<file path="src/rtl/eq_pkg.sv">
// Shared types, widths and the 19->16 bit saturation helper for the equalizer band scheduler.
// The VOL state exists only when EQ_BAND_SCHED_VOLUME_EN is defined.
package eq_pkg;

  localparam int EQ_ACC_W = 19;
  localparam int EQ_POT_W = 12;
  localparam int EQ_AUD_W = 16;

`ifdef EQ_BAND_SCHED_VOLUME_EN
  typedef enum logic [2:0] {
    ST_IDLE  = 3'd0,
    ST_ISSUE = 3'd1,
    ST_DRAIN = 3'd2,
    ST_VOL   = 3'd3,
    ST_DONE  = 3'd4
  } eq_state_e;
`else
  typedef enum logic [2:0] {
    ST_IDLE  = 3'd0,
    ST_ISSUE = 3'd1,
    ST_DRAIN = 3'd2,
    ST_DONE  = 3'd4
  } eq_state_e;
`endif

  function automatic logic signed [EQ_AUD_W-1:0] sat_acc(input logic signed [EQ_ACC_W-1:0] a);
    if (a > EQ_ACC_W'(32767))
      return 16'sh7FFF;
    else if (a < -EQ_ACC_W'(32768))
      return 16'sh8000;
    else
      return a[EQ_AUD_W-1:0];
  endfunction

endpackage

</file>
<file path="src/rtl/band_scale.sv">
// Two-stage band gain: registers pot^2>>12 first, then multiplies by audio presented
// one cycle later and saturates product bits [25:10] to a signed 16-bit result.
module band_scale
  import eq_pkg::*;
(
  input  logic                        clk,
  input  logic                        rst_n,
  input  logic [EQ_POT_W-1:0]         pot,
  input  logic signed [EQ_AUD_W-1:0]  audio,
  output logic signed [EQ_AUD_W-1:0]  scaled
);

  logic [2*EQ_POT_W-1:0] pot_sq_p0;
  logic [EQ_POT_W-1:0]   gain_p1;
  logic signed [28:0]    prod_p1;

  function automatic logic signed [EQ_AUD_W-1:0] sat_prod(input logic signed [28:0] p);
    if ((p[28:25] == 4'b0000) || (p[28:25] == 4'b1111))
      return p[25:10];
    else if (p[28])
      return 16'sh8000;
    else
      return 16'sh7FFF;
  endfunction

  assign pot_sq_p0 = pot * pot;
  assign prod_p1   = $signed({1'b0, gain_p1}) * audio;

  // p0 -> p1: squared pot becomes the gain
  always_ff @(posedge clk or negedge rst_n) begin
    if (!rst_n)
      gain_p1 <= '0;
    else
      gain_p1 <= pot_sq_p0[2*EQ_POT_W-1:EQ_POT_W];
  end

  // p1 -> p2: gain times the (one cycle later) audio, saturated
  always_ff @(posedge clk or negedge rst_n) begin
    if (!rst_n)
      scaled <= '0;
    else
      scaled <= sat_prod(prod_p1);
  end

endmodule

</file>
<file path="src/rtl/eq_band_sched.sv">
// Time-multiplexes one band_scale across NUM_BANDS bands and accumulates a saturated sum.
// Optional master-volume pass through the same scaler: define EQ_BAND_SCHED_VOLUME_EN.
module eq_band_sched
  import eq_pkg::*;
#(
  parameter int NUM_BANDS = 5
) (
  input  logic                            clk,
  input  logic                            rst_n,
  input  logic                            smpl_vld,
  input  logic [EQ_POT_W*NUM_BANDS-1:0]   pot_bus,
  input  logic [EQ_AUD_W*NUM_BANDS-1:0]   band_audio,
  input  logic [EQ_POT_W-1:0]             vol_pot,
  output logic signed [EQ_AUD_W-1:0]      eq_out,
  output logic                            eq_vld,
  output logic                            busy,
  output logic                            ovr
);

  localparam int IDX_W = (NUM_BANDS > 1) ? $clog2(NUM_BANDS) : 1;
  localparam logic [IDX_W-1:0] LAST_IDX = IDX_W'(NUM_BANDS - 1);

  eq_state_e state, state_nxt;

  logic [EQ_POT_W-1:0]        pot_cap [NUM_BANDS];
  logic signed [EQ_AUD_W-1:0] aud_cap [NUM_BANDS];
  logic [IDX_W-1:0]           idx;
  logic [IDX_W-1:0]           aud_idx_p1;
  logic                       vld_p1, last_p1;
  logic                       vld_p2, last_p2;
  logic signed [EQ_ACC_W-1:0] acc;
  logic signed [EQ_ACC_W-1:0] acc_sum;
  logic [EQ_POT_W-1:0]        scl_pot;
  logic signed [EQ_AUD_W-1:0] scl_aud;
  logic signed [EQ_AUD_W-1:0] scl_out;
  logic                       accept;

`ifdef EQ_BAND_SCHED_VOLUME_EN
  logic vol_ph;
`else
  logic unused_vol;
  assign unused_vol = ^vol_pot;
`endif

  // DONE doubles as an idle state so a strobe in the eq_vld cycle is taken
  assign accept  = smpl_vld && ((state == ST_IDLE) || (state == ST_DONE));
  assign acc_sum = acc + $signed({{(EQ_ACC_W-EQ_AUD_W){scl_out[EQ_AUD_W-1]}}, scl_out});

`ifdef EQ_BAND_SCHED_VOLUME_EN
  assign busy = (state == ST_ISSUE) || (state == ST_DRAIN) || (state == ST_VOL);
`else
  assign busy = (state == ST_ISSUE) || (state == ST_DRAIN);
`endif

  always_ff @(posedge clk or negedge rst_n) begin
    if (!rst_n)
      state <= ST_IDLE;
    else
      state <= state_nxt;
  end

  always_comb begin
    state_nxt = state;
    case (state)
      ST_IDLE, ST_DONE: state_nxt = smpl_vld ? ST_ISSUE : ST_IDLE;
      ST_ISSUE:         if (idx == LAST_IDX) state_nxt = ST_DRAIN;
`ifdef EQ_BAND_SCHED_VOLUME_EN
      ST_DRAIN:         if (vld_p2 && last_p2) state_nxt = ST_VOL;
      ST_VOL:           if (vol_ph) state_nxt = ST_DONE;
`else
      ST_DRAIN:         if (vld_p2 && last_p2) state_nxt = ST_DONE;
`endif
      default:          state_nxt = ST_IDLE;
    endcase
  end

  // Scaler inputs: pot in the issue cycle, audio one cycle later via the registered index
  always_comb begin
    scl_pot = '0;
    scl_aud = '0;
    if (state == ST_ISSUE)
      scl_pot = pot_cap[idx];
    if (vld_p1)
      scl_aud = aud_cap[aud_idx_p1];
`ifdef EQ_BAND_SCHED_VOLUME_EN
    if ((state == ST_DRAIN) && last_p2)
      scl_pot = vol_pot;
    if ((state == ST_VOL) && !vol_ph)
      scl_aud = sat_acc(acc);
`endif
  end

  band_scale u_band_scale (
    .clk    (clk),
    .rst_n  (rst_n),
    .pot    (scl_pot),
    .audio  (scl_aud),
    .scaled (scl_out)
  );

  always_ff @(posedge clk or negedge rst_n) begin
    if (!rst_n) begin
      for (int b = 0; b < NUM_BANDS; b++) begin
        pot_cap[b] <= '0;
        aud_cap[b] <= '0;
      end
      idx        <= '0;
      aud_idx_p1 <= '0;
      vld_p1     <= 1'b0;
      last_p1    <= 1'b0;
      vld_p2     <= 1'b0;
      last_p2    <= 1'b0;
      acc        <= '0;
      eq_out     <= '0;
      eq_vld     <= 1'b0;
      ovr        <= 1'b0;
`ifdef EQ_BAND_SCHED_VOLUME_EN
      vol_ph     <= 1'b0;
`endif
    end else begin
      eq_vld <= 1'b0;
      ovr    <= smpl_vld && busy;

      if (accept) begin
        for (int b = 0; b < NUM_BANDS; b++) begin
          pot_cap[b] <= pot_bus[b*EQ_POT_W +: EQ_POT_W];
          aud_cap[b] <= band_audio[b*EQ_AUD_W +: EQ_AUD_W];
        end
        acc <= '0;
        idx <= '0;
      end

      if (state == ST_ISSUE)
        idx <= (idx == LAST_IDX) ? '0 : idx + 1'b1;

      // p0 -> p1: pot issued, audio follows with this index
      vld_p1     <= (state == ST_ISSUE);
      aud_idx_p1 <= idx;
      last_p1    <= (state == ST_ISSUE) && (idx == LAST_IDX);

      // p1 -> p2: scaler output for this band is valid
      vld_p2  <= vld_p1;
      last_p2 <= last_p1;

      if (vld_p2)
        acc <= acc_sum;

`ifdef EQ_BAND_SCHED_VOLUME_EN
      if (state == ST_VOL) begin
        vol_ph <= ~vol_ph;
        if (vol_ph) begin
          eq_out <= scl_out;
          eq_vld <= 1'b1;
        end
      end
`else
      if (vld_p2 && last_p2) begin
        eq_out <= sat_acc(acc_sum);
        eq_vld <= 1'b1;
      end
`endif
    end
  end

endmodule
</file>
<file path="config.mk">
export PLATFORM = sky130hd
export DESIGN_NAME = eq_band_sched
export DESIGN_NICKNAME = d
export VERILOG_FILES = /design/src/rtl/eq_pkg.sv /design/src/rtl/band_scale.sv /design/src/rtl/eq_band_sched.sv
export SDC_FILE = /design/constraint.sdc
export NUM_CORES = 1
export LEC_CHECK = 0
export CELL_PAD_IN_SITES_DETAIL_PLACEMENT = 1
export CELL_PAD_IN_SITES_GLOBAL_PLACEMENT = 1
export CORE_MARGIN = 4
export CORE_UTILIZATION = 46
export CTS_CLUSTER_SIZE = 28
export DETAILED_ROUTE_END_ITERATION = 8
export GPL_TIMING_DRIVEN = 0
export PLACE_DENSITY = 0.79
export SLEW_MARGIN = 10
export SYNTH_ARGS = -nofsm -noshare
export SYNTH_HDL_FRONTEND = slang
export SYNTH_SLANG_ARGS = --single-unit
</file>
<file path="constraint.sdc">
create_clock -name clk -period 7.93 [get_ports clk]
set_input_delay 1.586 -clock clk [delete_from_list [all_inputs] [get_ports clk]]
set_output_delay 1.586 -clock clk [all_outputs]
set_load 0.01 [all_outputs]
</file>
# Word level (Yosys, flattened, before mapping)
# Index checks and enable logic that the tools add are counted.
dict set report totals {
  regBits 218
  in_bits 155
  elab_cells 75
}
dict set report op_classes {
  n_addsub 2
  n_mul 2
  n_lt_le_gt_ge 4
  n_eq_ne 7
  n_mux 22
  bitwise_logic 2
  reduce_logical 13
}
# operator count
set op_table {}
lappend op_table {{two-way mux 16 bit} 7}
lappend op_table {{binary-select mux 16 bit (select 3 bit)} 1}
lappend op_table {{two-way mux 19 bit} 2}
lappend op_table {{binary-select mux 12 bit (select 3 bit)} 1}
lappend op_table {{two-way mux 12 bit} 3}
lappend op_table {{multiplier 13 x 16 -> 29 bit} 1}
lappend op_table {{multiplier 12 x 12 -> 24 bit} 1}
lappend op_table {{adder 19 x 16 -> 19 bit} 1}
lappend op_table {{greater-than comparator 19 x 16 -> 1 bit (second input constant)} 1}
lappend op_table {{less-than comparator 19 x 16 -> 1 bit (second input constant)} 1}
lappend op_table {{two-way mux 3 bit} 5}
lappend op_table {{case mux 3 bit (3 select lines)} 1}
lappend op_table {{greater-or-equal comparator 4 bit (second input constant)} 2}
lappend op_table {{NOT 3 -> 4 bit} 2}
lappend op_table {{== test 3 bit (second input constant)} 2}
lappend op_table {{== test 4 bit (second input constant)} 1}
lappend op_table {{logical AND 1 bit} 4}
lappend op_table {{logical NOT 4 bit} 1}
lappend op_table {{nonzero test 2 bit} 2}
lappend op_table {{adder 3 x 1 -> 3 bit (second input constant)} 1}
lappend op_table {{== test 3 x 1 -> 1 bit (second input constant)} 1}
lappend op_table {{== test 3 x 2 -> 1 bit (second input constant)} 1}
lappend op_table {{logical NOT 3 bit} 1}
lappend op_table {{logical OR 1 bit} 3}
lappend op_table {{5 further kinds} 6}

# Depth between registers and ports, before layout
# Gate-level depths: netlist (run 1).
dict set report depth {
  ltp_word 9
  depth_mapped 28
}

# Modules after synthesis
# A second synthesis (run 1) with hierarchy kept.
dict set report unflattened {
  hier_cells 2268
  hier_area_um2 20664.8
}
# module n_inst cells_per_inst area_each_um2
set by_module_without_submodules {}
lappend by_module_without_submodules {band_scale 1 1259 11458.5}
lappend by_module_without_submodules {eq_band_sched 1 1009 9206.3}

# Least setup slack after synthesis (run 1)
# No wires, ideal clock.
dict set report synth_path {
  kind {register -> register}
  start {register aud_idx_p1[0]}
  end {register u_band_scale.scaled[9]}
  setup_ps 119
  arrival_ps 6921
  path_slack_ps 890
  path_stages_with_launch 28
  n_path_buf 5
  period_less_slack_ps 7040
  path_cell_list {dfrtp_1 > buf_6 > buf_1 > mux4_2 > a22o_1 > and2_1 > clkbuf_1 > nand2_1 > fa_1 > fa_1 > inv_1 > fa_1 > fa_1 > inv_1 > fa_1 > inv_1 > ha_1 > clkbuf_1 > nand2_1 > o21ai_1 > or4_1 > a31oi_1 > nand3_2 > a31oi_1 > xnor2_1 > o31a_1 > buf_6 > o21a_1}
}
dict set report synth_between {
  elab_chain_len 9
  elab_cells_between_ends 11
  cone_classes {mul: 1; eq/ne: 1; mux: 6; bitwise: 1; reduce/logical: 2}
}
# element line
set synth_rtl {}
lappend synth_rtl {{start: declaration} eq_band_sched.sv:28} ;# logic [IDX_W-1:0] aud_idx_p1;
lappend synth_rtl {{start signal: assignment} eq_band_sched.sv:138} ;# aud_idx_p1 <= idx;
lappend synth_rtl {{NOT 3 -> 4 bit (not written as such) *} eq_band_sched.sv:84} ;# scl_aud = aud_cap[aud_idx_p1];
lappend synth_rtl {{binary-select mux 16 bit (select 3 bit) *} eq_band_sched.sv:84}
lappend synth_rtl {{two-way mux 16 bit (not written as such) * (2 in series)} eq_band_sched.sv:84}
lappend synth_rtl {{two-way mux 16 bit *} eq_band_sched.sv:83} ;# if (vld_p1)
lappend synth_rtl {{multiplier 13 x 16 -> 29 bit *} band_scale.sv:27} ;# assign prod_p1 = $signed({1'b0, gain_p1}) * audio;
lappend synth_rtl {{== test 4 bit or logical NOT 4 bit (tied branches)} band_scale.sv:18} ;# if ((p[28:25] == 4'b0000) || (p[28:25] == 4'b1111))
lappend synth_rtl {{logical OR 1 bit} band_scale.sv:18}
lappend synth_rtl {{two-way mux 16 bit *} band_scale.sv:18}
lappend synth_rtl {{end signal: assignment} band_scale.sv:42} ;# scaled <= sat_prod(prod_p1);
lappend synth_rtl {{end: declaration} band_scale.sv:10} ;# output logic signed [EQ_AUD_W-1:0] scaled
# Every way passes the cells marked *; elsewhere a longest branch is shown, timed or not. The select of a mux whose other input is x is not followed.
# A chain may end at the register's enable or synchronous reset.

# Worst setup path in the final report (run 1)
dict set report layout_path {
  start {register aud_idx_p1[0]}
  end {register u_band_scale.scaled[5]}
}
# The elaborated chain is that of the path after synthesis.

==> results of run 1 <==
[layout by cell type (no fill, tap or decap), types with 6 or more instances in the layout]
cell	instances
nand4_1	8
o21ai_0	29
ha_1	135
nand3_1	8
mux4_2	16
nor2b_1	16
o21a_1	24
a32oi_1	15
fa_1	255
nand2_1	635
a211oi_1	7
mux2_2	7
buf_4	10
clkbuf_16	25
clkbuf_1	82
nor2_1	84
xor2_1	20
and2_1	28
o21bai_1	6
nand2b_1	9
xnor2_1	38
a21oi_1	48
a21o_1	20
mux2i_1	25
a22o_1	10
or3_1	10
and3_1	71
clkdlybuf4s50_1	160
inv_1	384
dfrtp_1	218
[per-stage QoR]
| step | cell area (µm²) | utilization | hold slack [ps] | setup WS, ps |
|---|---|---|---|---|
| after detailed placement | 23220 | 0.5217 | 387.0 | -880.6 |
| final | 24180 | 0.5432 | 403.7 | 275.4 |
| after floorplan | 20810 | - | 331.2 | 890.1 |
| after CTS | 24080 | 0.5410 | 400.4 | 7.205 |
| after global placement | 23160 | 0.5203 | 365.1 | -3862 |
| after global routing | 24180 | 0.5432 | 416.5 | -29.18 |
[registers in the layout, summed over array words and instances, names as in the netlist, 12 cells and up]
register              count
acc                      19
aud_cap                  80
eq_out                   16
pot_cap                  60
u_band_scale.gain_p1     12
u_band_scale.scaled      16
[worst register-to-register path, cell delays in order, from the launching register on]
cell,delay [ps]
dfrtp_1,340
buf_6,170
buf_6,220
mux4_2,580
a22o_2,310
and2_1,200
clkbuf_1,230
nand2_1,160
fa_1,440
fa_1,580
inv_1,80
fa_1,510
fa_1,490
inv_1,50
fa_1,470
inv_1,40
ha_1,330
a21oi_1,240
o21ai_1,120
or4_1,450
a31oi_2,260
nand3_2,170
a31oi_2,250
xnor2_1,120
o31a_1,340
buf_6,180
o21a_1,200
[timing repair]
action / in CTS / in global routing
gates resized for setup: 14 / 16
pin swaps: 0 / 3
setup endpoints to repair: 27 / 23
setup buffers: 0 / 7
[final cells by class]
class	instances	area [µm²]	area share
clock buffer	34	699.4	0.02893
timing repair buffer	170	1724	0.07131
clock inverter	11	136.4	0.005640
buffer	93	402.9	0.01666
inverter	385	1445	0.05977
sequential	218	5455	0.2256
multi-input combinational	1616	13570	0.5613
antenna	1	2.502	0.0001035
tap	592	740.7	0.03063
[cells in the mapped netlist (all sizes together) (9+ instances only)]
cell / instances / area (µm²)
nor2: 84 / 315.3
nand2b: 10 / 62.56
nand3: 10 / 60.06
mux2i: 25 / 250.2
a21o: 20 / 150.1
buf: 14 / 88.83
a31oi: 9 / 56.30
a21oi: 49 / 249.0
or3: 10 / 62.56
mux4: 20 / 465.5
nand2: 635 / 2384
clkbuf: 82 / 307.8
nor2b: 17 / 106.4
xor2: 20 / 175.2
and3: 71 / 444.2
and2: 29 / 181.4
dfrtp: 218 / 5455
a32oi: 16 / 158.9
o21ai: 34 / 173.9
a22o: 14 / 122.6
fa: 255 / 5105
o21a: 24 / 180.2
xnor2: 38 / 332.8
ha: 135 / 1689
inv: 385 / 1445
[worst max-delay path by stage]
stage                               endpoint  slack (ps)  cells past startpoint
global route          u_band_scale.scaled[5]         -30                     26
floorplan             u_band_scale.scaled[9]         890                     27
detailed placement  u_band_scale.gain_p1[10]        -880                     24
global placement      u_band_scale.scaled[9]       -3860                      1
CTS                   u_band_scale.scaled[5]           7                     26
finish                u_band_scale.scaled[5]         280                     26
[layer usage]
metal | track usage | vias up
met5 | 0 | -
met4 | 0.07968 | 6
met3 | 0.03172 | 128
met2 | 0.4807 | 441
met1 | 0.3521 | 8607
li1 | - | 7635
[cell families after synthesis]
| family | share of synthesized area |
|---|---|
| mux | 0.03818 |
| fa+ha+maj | 0.3265 |
| flops | 0.2622 |
| xor+xnor | 0.02441 |
| simple gates | 0.1859 |
| buf+inv | 0.08851 |
| compound gates | 0.07426 |
==> impl_metrics.csv, run 1 <==
group,metric,value,unit
clocking,holdBufCountCts,0,
timing,period_minus_slack,7655,ps
timing,hold_viol_final,0,
timing,slew_headroom,0.3869,
critical_path,worst_path_max_delay_cell,"mux4_2",
clocking,clock-sinks,218,
synth,yosys_register_bits,218,
global_route,antenna_found_initial,3,
routing,drt-met1-wl,26.66,mm
min_path,min_from,"idx[2]",
synth,yosysWarnings,0,
critical_path,critPathLaunchType,"flip-flop",
routing,wire_per_inst,20.49,µm
placement,place_hpwl,52.45,mm
critical_path,r2r-start,"aud_idx_p1[0]",
die,die_area,48700,µm²
die,core_region_area,44510,µm²
routing,via_per_inst,5.390,
global_route,first_global_vias,19140,
critical_path,worst-endpoint-required,8360,ps
routing,drt_iter0_drc,997,
synth,async_flop_share,1.000,
min_path,whs_path_depth,0,
layout,nNetsFinal,3054,
synth,synth-edff-count,0,
critical_path,slowest_delay,580,ps
clocking,clock_latency,560,ps
routing,vias,16820,
synth,synth_cell_types,75,
synth,synthCells,2315,
die,initial_core_util,0.4675,
clocking,htree_levels,1,
critical_path,cp_common_cell,"fa_1",
timing,fmax,130.6,MHz
clocking,clockBufferDepth,3,
job,max-cap-violations,0,
critical_path,rr_endpoint,"u_band_scale.scaled[5]",
routing,wl,63.93,mm
synth,synth_area,20810,µm²
global_route,grt_max_degree,90,
min_path,worst_hold_path_type,"flip-flop to flip-flop",
synth,synth.avg_cell_area,8.988,µm²
critical_path,arrival,8090,ps
routing,dr_wl_met2,32.07,mm
global_route,grt_overflow,0,
critical_path,crit_start,"aud_idx_p1[0]",
clocking,cts_made_buffers,25,
critical_path,cp-end-kind,"flip-flop",
die,ios,174,
timing,setup_viol,0,
critical_path,cp_max_fo,10,
die,rows,77,
layout,fill_cells,5240,
critical_path,crit_buf_inv,7,
synth,syn_nets,2860,
layout,drive_gt1_frac,0.04630,
synth,ys.flop_type,"dfrtp_1",
timing,slew_viol_final,0,
critical_path,r2r_cells,26,
clocking,cts.clk_slew.worst_paths,60,ps
critical_path,critPathKind,"flip-flop to flip-flop",
routing,firstDrtPassIters,8,
synth,seq_area_frac_synth,0.2622,
timing,final.setup_skew,16.69,ps
placement,place_congestion,0.9095,
critical_path,cp_top_family,"adder cells",
layout,synthToLayoutAreaGrowth,16.21,%
clocking,cts_tree,"built",
routing,drc,0,
min_path,min_to,"aud_idx_p1[2]",
layout,instances_no_fill,3120,
routing,met3_length,2.942,mm
status,outcome,"completed",
die,die_height,220.7,µm
timing,fin_setup_tns,0,ps
placement,portBuffers,161,
timing,tightest_slew,914.1,ps
clocking,clockRootBuffer,"clkbuf_16",
global_route,grt_pass1_wl,103.8,mm
die,die-width,220.7,µm
routing,top_layer,"met5",
critical_path,r2r_slack,280,ps
timing,finalCritPeriodShare,0.9653,
global_route,globalRouteTotalUtil,0.2713,
routing,final_antenna_net_count,0,
placement,dp.cells,3070,
Power of run 1 is left out: the tool's default activity adds up to more than one toggle a clock period on the data nets, which glitch-free logic cannot reach.
==> run 2: changes to the inputs <==
--- a/config.mk
+++ b/config.mk
@@ -12,7 +12,7 @@
 export CTS_CLUSTER_SIZE = 28
 export DETAILED_ROUTE_END_ITERATION = 8
 export GPL_TIMING_DRIVEN = 0
-export PLACE_DENSITY = 0.79
+export PLACE_DENSITY_LB_ADDON = 0.1
 export SLEW_MARGIN = 10
 export SYNTH_ARGS = -nofsm -noshare
 export SYNTH_HDL_FRONTEND = slang
==> constraint.sdc (replaced) <==
create_clock -name clk -period 8.5 [get_ports clk]
set_input_delay 1.7 -clock clk [delete_from_list [all_inputs] [get_ports clk]]
set_output_delay 1.7 -clock clk [all_outputs]
set_load 0.01 [all_outputs]
==> run 2 against run 1 <==
Cell count down 0.19%; sequential share of layout area up 0.13 points; via count down 2.0%; clock skew down 8.0 ps; core utilization down 0.31 points; cell area down 0.58%.
==> impl_metrics.csv, run 2 (synthesis gave the netlist of run 1 again) <==
group,metric,value,unit
global_route,grt_overflow,0,
placement,dp.cells,3070,
clocking,cts.clk_slew.worst_paths,60,ps
routing,final_antenna_net_count,0,
routing,firstDrtPassIters,5,
routing,drc,0,
clocking,clockBufferDepth,3,
critical_path,crit_buf_inv,6,
critical_path,cp_common_cell,"fa_1",
routing,via_per_inst,5.294,
global_route,grt_pass1_wl,100.9,mm
layout,regMostFlops,"aud_cap",
placement,place_congestion,0.8927,
placement,dpl_worst_slack,-162.0,ps
die,die-width,220.7,µm
clocking,clockRootBuffer,"clkbuf_16",
die,die_area,48700,µm²
clocking,post-cts-setup-buffers,0,
die,initial_core_util,0.4675,
timing,finalCritPeriodShare,0.9503,
routing,wl,62.37,mm
routing,wire_per_inst,20.03,µm
timing,fin_setup_tns,0,ps
timing,setup_ws,422.3,ps
die,core_region_area,44510,µm²
layout,largest_reg_flops,80,
critical_path,arrival,8560,ps
routing,drt_iter0_drc,931,
placement,place_hpwl,51.99,mm
layout,mostFrequentLayoutCells,"nand2_1, inv_1, fa_1",
critical_path,cp-end-kind,"flip-flop",
status,outcome,"completed",
clocking,clock_latency,540,ps
clocking,holdBufCountCts,0,
die,die_height,220.7,µm
timing,slew_headroom,0.2466,
critical_path,worst-endpoint-required,8980,ps
layout,nNetsFinal,3050,
layout,instances_no_fill,3114,
routing,vias,16490,
clocking,cts_tree,"built",
clocking,clock-sinks,218,
critical_path,slowest_delay,620,ps
layout,largestRegisters,"aud_cap x80, pot_cap x60, acc x19",
critical_path,cp_top_family,"adder cells",
timing,tightest_slew,1123,ps
critical_path,cp_max_fo,10,
timing,fmax,123.8,MHz
timing,hold_viol_final,0,
layout,synthToLayoutAreaGrowth,15.53,%
critical_path,worst_path_max_delay_cell,"a2111oi_4",
global_route,grt_max_degree,101,
global_route,globalRouteTotalUtil,0.2649,
critical_path,critPathKind,"flip-flop to flip-flop",
critical_path,critPathLaunchType,"flip-flop",
min_path,worst_hold_path_type,"flip-flop to flip-flop",
die,ios,174,
timing,slew_viol_final,0,
die,rows,77,
layout,final_common_cell,"nand2_1",
global_route,first_global_vias,18720,
layout,drive_gt1_frac,0.03808,
timing,rsz0062_at_grt,"false",
clocking,cts_made_buffers,25,
clocking,htree_levels,1,
timing,period_minus_slack,8078,ps
placement,portBuffers,161,
timing,final.setup_skew,8.722,ps
job,max-cap-violations,0,
global_route,antenna_found_initial,4,
timing,setup_viol,0,
-- run 2: cell types whose count changed in the layout (fill, tap and decap cells not counted), moves of 4 or more --
| cell | delta |
|---|---|
| a31oi_2 | -4 |
| a31oi_1 | +4 |
| a22o_2 | -4 |
| clkbuf_1 | +4 |
| a22o_1 | +4 |
| buf_4 | -7 |
-- run 2: final cells by class --
class / count / area, µm²
Tap cell: 592 / 740.7
Sequential cell: 218 / 5455
Inverter: 385 / 1445
Buffer: 96 / 400.4
Timing Repair Buffer: 163 / 1672
Clock inverter: 9 / 88.84
Clock buffer: 34 / 709.4
Fill cell: 5243 / 20470
Multi-Input combinational cell: 1616 / 13530
Antenna cell: 1 / 2.502
-- run 2: worst register-to-register path, cell delays in order (launching register included) --
cell and delay (ps):
dfrtp_1 350, buf_6 150, clkbuf_1 590, mux4_2 390
a22o_1 380, and2_0 190, clkbuf_1 310, nand2_1 140
fa_1 500, fa_1 530, inv_1 50, ha_1 310
fa_1 530, inv_1 50, fa_1 530, inv_1 40
ha_1 310, and4_1 300, nand4_1 200, a2111oi_4 620
o21ai_0 290, a21boi_0 410, o21ai_0 220, a31oi_1 240
xor2_1 240, a21o_1 160
-- run 2: path summary, 6_finish.rpt --
| path | from | to | slack [ps] | cells after the start |
|---|---|---|---|---|
| setup reg to reg | aud_idx_p1[1] | u_band_scale.scaled[13] | 420 | 25 |
| hold reg to reg | last_p1 | last_p2 | 350 | 0 |
| min in group asynchronous | rst_n | eq_out[8] | 990 | 1 |
| setup / recovery | aud_idx_p1[1] | u_band_scale.scaled[13] | 420 | 25 |
| hold / removal | last_p1 | last_p2 | 350 | 0 |
| max in group asynchronous | rst_n | pot_cap[9] | 6340 | 3 |
-- run 2: routing by layer --
metal	part of all wire	track usage	vias to the layer above
met5	0.00095	0	-
li1	-	-	7632
met3	0.029	0.03104	137
met1	0.42	0.3239	8405
met4	0.043	0.09569	8
met2	0.51	0.4830	303
-- run 2: stage by stage --
| step | instance area [µm²] | hold slack (ps) | utilization |
|---|---|---|---|
| after floorplan | 20810 | 331.2 | - |
| after global placement | 23160 | 336.6 | 0.5203 |
| after detailed placement | 23220 | 336.3 | 0.5217 |
| after CTS | 24020 | 350.1 | 0.5396 |
| after global routing | 24040 | 369.0 | 0.5400 |
| final | 24040 | 348.4 | 0.5401 |
-- run 2: timing repair --
action / 4_1_cts / 5_1_grt
cloned: 0 / 0
setup endpoints to repair: 4 / 21
gates resized for setup: 1 / 7
Power of run 2 is left out for the same reason.
